### src/rtl/console_writer.sv
// Host-side writer for the text console character/attribute RAM: places bytes at the
// cursor, handles CR/LF/BS/FF, and scrolls by blanking the incoming row then bumping the row offset.
module console_writer #(
  parameter int          COLS      = 80,
  parameter int          ROWS      = 30,
  parameter logic [7:0]  FILL_CHAR = 8'h20
) (
  input  logic        CLOCK_CORE,
  input  logic        RESET,
  input  logic        CHAR_VALID,
  output logic        CHAR_READY,
  input  logic [7:0]  CHAR_DATA,
  input  logic [7:0]  CHAR_ATTR,
  output logic [12:0] RAM_WR_ADDRESS,
  output logic [7:0]  RAM_CHAR_WDATA,
  output logic [7:0]  RAM_ATTR_WDATA,
  output logic        RAM_CHAR_WE,
  output logic        RAM_ATTR_WE,
  output logic [7:0]  RAM_ROW_OFFSET,
  output logic [6:0]  CURSOR_COL,
  output logic [5:0]  CURSOR_ROW,
  output logic        BUSY
);

  localparam logic [6:0] LP_LAST_COL = 7'(COLS - 1);
  localparam logic [5:0] LP_LAST_ROW = 6'(ROWS - 1);
  localparam logic [5:0] LP_ROWS     = 6'(ROWS);

  typedef enum logic [1:0] {ST_IDLE, ST_PUT, ST_CLEAR_ROW, ST_CLEAR_ALL} state_t;

  state_t     r_state, w_state;
  logic       r_acc, w_acc;
  logic       r_bs, w_bs;
  logic       r_clr_done, w_clr_done;
  logic [7:0] r_data, w_data;
  logic [7:0] r_attr, w_attr;
  logic [6:0] r_col, w_col;
  logic [5:0] r_row, w_row;
  logic [5:0] r_offset, w_offset;
  logic [6:0] r_clr_col, w_clr_col;
  logic [5:0] r_clr_row, w_clr_row;

  logic        w_accept;
  logic [5:0]  w_phys_row;
  logic [5:0]  w_scroll_row;
  logic        w_we;
  logic [12:0] w_addr;
  logic [7:0]  w_cdata;
  logic [7:0]  w_adata;

  // r_acc holds READY low for the cycle after any accept, including those that stay in IDLE
  assign CHAR_READY     = (r_state == ST_IDLE) && !r_acc;
  assign BUSY           = !CHAR_READY;
  assign w_accept       = CHAR_VALID && CHAR_READY;
  assign w_phys_row     = r_row + r_offset;
  assign w_scroll_row   = LP_ROWS + r_offset;
  assign RAM_WR_ADDRESS = w_addr;
  assign RAM_CHAR_WDATA = w_cdata;
  assign RAM_ATTR_WDATA = w_adata;
  assign RAM_CHAR_WE    = w_we;
  assign RAM_ATTR_WE    = w_we;
  assign RAM_ROW_OFFSET = {2'b00, r_offset};
  assign CURSOR_COL     = r_col;
  assign CURSOR_ROW     = r_row;

  always_comb begin
    w_state    = r_state;
    w_acc      = w_accept;
    w_bs       = r_bs;
    w_clr_done = r_clr_done;
    w_data     = r_data;
    w_attr     = r_attr;
    w_col      = r_col;
    w_row      = r_row;
    w_offset   = r_offset;
    w_clr_col  = r_clr_col;
    w_clr_row  = r_clr_row;
    w_we       = 1'b0;
    w_addr     = 13'd0;
    w_cdata    = 8'd0;
    w_adata    = 8'd0;
    case (r_state)
      ST_IDLE: begin
        if (w_accept) begin
          w_data = CHAR_DATA;
          w_attr = CHAR_ATTR;
          w_bs   = 1'b0;
          case (CHAR_DATA)
            8'h0D: w_col = 7'd0;
            8'h0A: begin
              if (r_row < LP_LAST_ROW) begin
                w_row = r_row + 6'd1;
              end else begin
                w_state    = ST_CLEAR_ROW;
                w_clr_col  = 7'd0;
                w_clr_done = 1'b0;
              end
            end
            8'h08: begin
              if (r_col != 7'd0) begin
                w_col   = r_col - 7'd1;
                w_data  = FILL_CHAR;
                w_bs    = 1'b1;
                w_state = ST_PUT;
              end else begin
                w_col = r_col;
              end
            end
            8'h0C: begin
              w_state   = ST_CLEAR_ALL;
              w_clr_col = 7'd0;
              w_clr_row = 6'd0;
            end
            default: w_state = ST_PUT;
          endcase
        end else begin
          w_state = ST_IDLE;
        end
      end
      ST_PUT: begin
        w_we    = 1'b1;
        w_addr  = {w_phys_row, r_col};
        w_cdata = r_data;
        w_adata = r_attr;
        w_state = ST_IDLE;
        // backspace already moved the cursor before the write
        if (r_bs) begin
          w_col = r_col;
        end else if (r_col == LP_LAST_COL) begin
          w_col = 7'd0;
          if (r_row < LP_LAST_ROW) begin
            w_row = r_row + 6'd1;
          end else begin
            w_state    = ST_CLEAR_ROW;
            w_clr_col  = 7'd0;
            w_clr_done = 1'b0;
          end
        end else begin
          w_col = r_col + 7'd1;
        end
      end
      ST_CLEAR_ROW: begin
        if (!r_clr_done) begin
          w_we    = 1'b1;
          w_addr  = {w_scroll_row, r_clr_col};
          w_cdata = FILL_CHAR;
          w_adata = r_attr;
          if (r_clr_col == LP_LAST_COL) begin
            w_clr_done = 1'b1;
          end else begin
            w_clr_col = r_clr_col + 7'd1;
          end
        end else begin
          // the incoming row is fully blanked, so it is now safe to expose it
          w_offset = r_offset + 6'd1;
          w_col    = 7'd0;
          w_state  = ST_IDLE;
        end
      end
      ST_CLEAR_ALL: begin
        w_we    = 1'b1;
        w_addr  = {r_clr_row, r_clr_col};
        w_cdata = FILL_CHAR;
        w_adata = r_attr;
        if (r_clr_col == LP_LAST_COL) begin
          w_clr_col = 7'd0;
          if (r_clr_row == 6'd63) begin
            w_offset = 6'd0;
            w_col    = 7'd0;
            w_row    = 6'd0;
            w_state  = ST_IDLE;
          end else begin
            w_clr_row = r_clr_row + 6'd1;
          end
        end else begin
          w_clr_col = r_clr_col + 7'd1;
        end
      end
      default: w_state = ST_IDLE;
    endcase
  end

  // State and datapath registers; reset aborts any clear in progress
  always_ff @(posedge CLOCK_CORE) begin
    if (RESET) begin
      r_state    <= ST_IDLE;
      r_acc      <= 1'b0;
      r_bs       <= 1'b0;
      r_clr_done <= 1'b0;
      r_data     <= 8'd0;
      r_attr     <= 8'd0;
      r_col      <= 7'd0;
      r_row      <= 6'd0;
      r_offset   <= 6'd0;
      r_clr_col  <= 7'd0;
      r_clr_row  <= 6'd0;
    end else begin
      r_state    <= w_state;
      r_acc      <= w_acc;
      r_bs       <= w_bs;
      r_clr_done <= w_clr_done;
      r_data     <= w_data;
      r_attr     <= w_attr;
      r_col      <= w_col;
      r_row      <= w_row;
      r_offset   <= w_offset;
      r_clr_col  <= w_clr_col;
      r_clr_row  <= w_clr_row;
    end
  end

endmodule
### config.mk
export PLATFORM = sky130hd
export DESIGN_NAME = console_writer
export DESIGN_NICKNAME = d
export VERILOG_FILES = /design/src/rtl/console_writer.sv
export SDC_FILE = /design/constraint.sdc
export NUM_CORES = 1
export LEC_CHECK = 0
export BUFFER_PORTS_ARGS = -buffer_cell sky130_fd_sc_hd__buf_2
export CAP_MARGIN = 10
export CORE_MARGIN = 4
export CORE_UTILIZATION = 24
export CTS_BUF_LIST = sky130_fd_sc_hd__clkbuf_16
export DETAILED_ROUTE_END_ITERATION = 10
export PLACE_DENSITY = 0.41
export SETUP_SLACK_MARGIN = 0.5
export SYNTH_ARGS = -nofsm -noshare
export SYNTH_HDL_FRONTEND = slang
export SYNTH_SLANG_ARGS = --single-unit
### constraint.sdc
create_clock -name CLOCK_CORE -period 6.6 [get_ports CLOCK_CORE]
set_clock_uncertainty 0.2 [all_clocks]
set_input_delay 0.33 -clock CLOCK_CORE [delete_from_list [all_inputs] [get_ports CLOCK_CORE]]
set_output_delay 0.33 -clock CLOCK_CORE [all_outputs]
set_load 0.02 [all_outputs]
# --- Yosys cells after proc, flatten, opt, wreduce, memory -nomap -nowiden ---
# Index checks and enable logic that the tools add are counted.
word_totals:
  register_bits: 53
  in_bits: 19
  elab_cells: 130
  output_inout_bits: 54
classes:
  muxes: 64
  n_reduce_logical: 19
  n_lt_le_gt_ge: 1
  addsub: 8
  n_eq_ne: 27
op_table:
  columns: ["cell", "n"]
  rows:
  - ["two-way mux 7 bit", 14]
  - ["two-way mux 6 bit", 13]
  - ["one-hot mux 7 bit (4 select lines)", 2]
  - ["one-hot mux 13 bit (3 select lines)", 1]
  - ["equality test 8 x 4 -> 1 bit (second input constant)", 4]
  - ["one-hot mux 7 bit (2 select lines)", 2]
  - ["two-way mux 8 bit", 3]
  - ["one-hot mux 6 bit (2 select lines)", 2]
  - ["one-hot mux 8 bit (3 select lines)", 1]
  - ["adder 6 x 1 -> 6 bit (second input constant)", 3]
  - ["two-way mux 2 bit", 9]
  - ["!= test 2 bit (second input constant)", 9]
  - ["one-hot mux 6 bit (3 select lines)", 1]
  - ["one-hot mux 2 bit (4 select lines)", 2]
  - ["one-hot mux 8 bit (2 select lines)", 1]
  - ["adder 7 x 1 -> 7 bit (second input constant)", 2]
  - ["equality test 7 bit (second input constant)", 2]
  - ["AND reduction 7 bit", 2]
  - ["two-way mux 13 bit", 1]
  - ["AND reduction 6 bit", 2]
  - ["two-way mux 1 bit", 10]
  - ["AND reduction 5 bit", 2]
  - ["!= test 4 bit (second input constant)", 2]
  - ["nonzero test 7 bit", 1]
  - ["20 further kinds", 28]

# --- Longest topological paths before layout ---
logic_depth:
  word_depth: 5
  depth_mapped: 7
  ltp_nobuf: 7

# --- Least setup slack after synthesis ---
# No wires, ideal clock.
synth_timing:
  kind: "register to output"
  startpoint: "reg r_offset[1]"
  endpoint: "out RAM_WR_ADDRESS[12]"
  path_buffers: 0
  path_slack_ns: 4.112
  stages_incl_launch_ff: 7
  arrival_ns: 1.958
  required_ns: 6.070
  cell_sequence: "dfxtp_1 ha_1 a21o_1 a21oi_1 o21ai_0 xnor2_1 o21ai_0"
synth_via:
  elab_chain_cells: 3
  word_cells_on_any_way: 4
  classes_between: "2 x add/sub; 2 x mux"
synth_lines:
  columns: ["element", "line", "source"]
  rows:
  - ["from (decl)", "39", "logic [5:0] r_offset, w_offset;"]
  - ["from (signal assigned)", "206", "r_offset <= w_offset;"]
  - ["adder 5 x 6 -> 6 bit", "56", "assign w_scroll_row = LP_ROWS + r_offset;"]
  - ["two-way mux 13 bit", "143", "if (!r_clr_done) begin"]
  - ["one-hot mux 13 bit (3 select lines) (*)", "82", "case (r_state)"]
  - ["to (decl)", "14", "output logic [12:0] RAM_WR_ADDRESS,"]
# Mark *: on every way between the ends. The rest lies on a longest branch, timed or not.

# --- Final worst setup path ---
layout_timing:
  startpoint: "reg r_offset[0]"
  endpoint: "out RAM_WR_ADDRESS[11]"
# The elaborated chain is that of the path after synthesis.

==> impl_metrics.json <==
{
  "outcome": "complete, no violations",
  "crit_start": "r_offset[0]",
  "power_density_nw_per_um2": 167.6,
  "clk_latency_ns": 0.30,
  "ant_nets": 0,
  "slew-limit-headroom": 0.4125,
  "min_path_cells": 3,
  "fin_setup_tns_ns": 0,
  "htree_levels": 2,
  "worstMarginPinSlew_ns": 0.8781,
  "synth_ff_type": "dfxtp_1",
  "start_util": 0.2486,
  "place_congestion": 0.8044,
  "final_cell_mix": "buf_2 (70), nand2_1 (67), dfxtp_1 (53), a21oi_1 (41), nor2_1 (40)",
  "startpoint_type": "flop",
  "cts_made_buffers": 5,
  "maxCapViolations": 0,
  "synth_area_sq_um": 3655,
  "finalInstanceArea_sq_um": 4294,
  "endpoint_kind": "primary output",
  "route.detailed.drc": 0,
  "grt_pass1_wl_um": 19130,
  "cts_tree": "yes",
  "final_nets": 562,
  "die_y_um": 131.4,
  "wire_per_inst_um": 16.86,
  "hold_path.startpoint": "CHAR_ATTR[4]",
  "cp_max_fo": 7,
  "grt_setup_unrepaired": "false",
  "worstSetupPathType": "reg2out",
  "hold_violations": 0,
  "irDropWorstVdd_v": 0.0001122,
  "grt.total_usage": 0.1353,
  "vias": 3665,
  "reg2regPathDepth": 5,
  "cts.clk_slew.worst_paths_ns": 0.07,
  "clock-sinks": 53,
  "ctsHoldBuffers": 0,
  "postCtsSetupRepairBufs": 0,
  "rows": 44,
  "power.leakage_nw": 1.726,
  "p_total_uw": 719.8,
  "min_path_type": "in2reg",
  "finalWirelength_um": 12010,
  "antennaDiodeCount": 0,
  "critPathRequiredTime_ns": 6.07,
  "ys_seq_area_frac": 0.2903,
  "dieWidth_um": 131.4,
  "core_area_sq_um": 14700,
  "viasPerCell": 5.147,
  "dpl-instance-area_sq_um": 4131,
  "antenna_found_initial": 0,
  "grt_pass1_vias": 3465,
  "crit_arrival_ns": 2.42,
  "async_flop_share": 0,
  "drt_iter0_markers": 348,
  "ys_seq_elements": 53,
  "setup_viol": 0,
  "cts_max_path_buffers": 2,
  "fillCellCount": 1592,
  "syn_to_final_growth_pct": 17.49,
  "yosys_warnings": 0,
  "synthCells": 477,
  "period_share": 0.4462,
  "synth-edff-count": 0,
  "grt_overflow_total": 0,
  "synth_cell_type_count": 71,
  "r2r-start": "r_state[0]",
  "num_io_pins": 73,
  "max_freq_mhz": 339.6,
  "hpwl_um": 8767,
  "drive_above_1_share": 0.1761,
  "drv_slew": 0,
  "cts_resized": 0,
  "port_buffers": 70,
  "final_common_cell": "buf_2",
  "dr.pass1.iters": 5,
  "syn-mean-instance-area_sq_um": 7.662,
  "die-area_sq_um": 17270,
  "grt_max_degree": 39,
  "cts_root_buffer": "clkbuf_16",
  "fin_crit_ns": 2.945
}
[layer usage]
layer / wire [um] / share of wire / vias to the layer above / GRT usage
met5: 0 / 0 / - / 0
met4: 135 / 0.011 / 0 / 0.03501
met3: 457 / 0.038 / 11 / 0.02829
met2: 5552 / 0.46 / 89 / 0.2140
met1: 5860 / 0.49 / 1736 / 0.1881
li1: - / - / 1829 / -
[metrics by stage]
stage,hold slack [ns],setup slack (ns),utilization,cells
2_1_floorplan,0.2317,4.112,-,478
3_3_place_gp,0.2395,3.832,0.2811,704
3_5_place_dp,0.2453,3.738,0.2811,704
4_1_cts,0.05109,3.680,0.2921,712
5_1_grt,0.05310,3.465,0.2921,712
6_report,0.06362,3.655,0.2921,712
[cells in the mapped netlist (12+ instances only)]
| master | number | area (sq um) |
|---|---|---|
| ha_1 | 15 | 187.7 |
| nand3_1 | 13 | 65.06 |
| nor2_1 | 40 | 150.1 |
| mux2i_1 | 13 | 130.1 |
| o21ai_0 | 27 | 135.1 |
| nand2_1 | 67 | 251.5 |
| inv_1 | 16 | 60.06 |
| nor2b_1 | 12 | 75.07 |
| dfxtp_1 | 53 | 1061 |
| a21oi_1 | 41 | 205.2 |
| nor3_1 | 14 | 70.07 |
| clkbuf_1 | 22 | 82.58 |
[cell families (layout without fill, tap and decap cells)]
family	Yosys count	count (layout)	share of synthesized area
simple gates	200	200	0.2879
mux	13	13	0.03560
compound gates	136	136	0.2479
xor+xnor	12	12	0.02876
buf+inv	46	96	0.05169
flops	53	53	0.2903
fa+ha+maj	16	16	0.05683
other cells	1	2	0.001026
[path summary, 6_finish.rpt]
check,end,slack (ns)
min,r_attr[4],0.06
min reg2reg,r_attr[5],0.25
max,RAM_WR_ADDRESS[11],3.65
max reg2reg,CURSOR_COL[3],3.72
[registers in the layout, summed over array words and instances, names as in the netlist]
signal and flops:
r_acc 1, r_data 8, r_clr_row 6, r_offset 6, CURSOR_COL 7, CURSOR_ROW 6
r_bs 1, r_clr_done 1, r_state 2, r_clr_col 7, r_attr 8
[worst max-delay path: stages, from the launching register on]
cell     delay [ns]
dfxtp_1        0.40
ha_1           0.26
fa_1           0.40
a21o_1         0.17
a21oi_1        0.18
xor2_1         0.24
o21ai_0        0.10
a22o_1         0.19
buf_2          0.15
[where the power goes]
group / leakage, nW / total (mW) / switching, mW / internal (mW)
registers: 0.430 / 0.335 / 0.00759 / 0.328
logic: 1.21 / 0.0831 / 0.0571 / 0.0260
clock network: 0.0826 / 0.301 / 0.125 / 0.177
[final cells by class]
cell class / instances / area, sq um / area share
repair buffers: 72 / 365.4 / 0.08508
clock inverters: 3 / 37.54 / 0.008741
flip-flops and latches: 53 / 1061 / 0.2471
well taps: 184 / 230.2 / 0.05361
clock buffers: 5 / 125.1 / 0.02914
multi-input cells: 379 / 2415 / 0.5624
inverters: 16 / 60.06 / 0.01399
No activity file was read; power rests on OpenSTA's default activity.
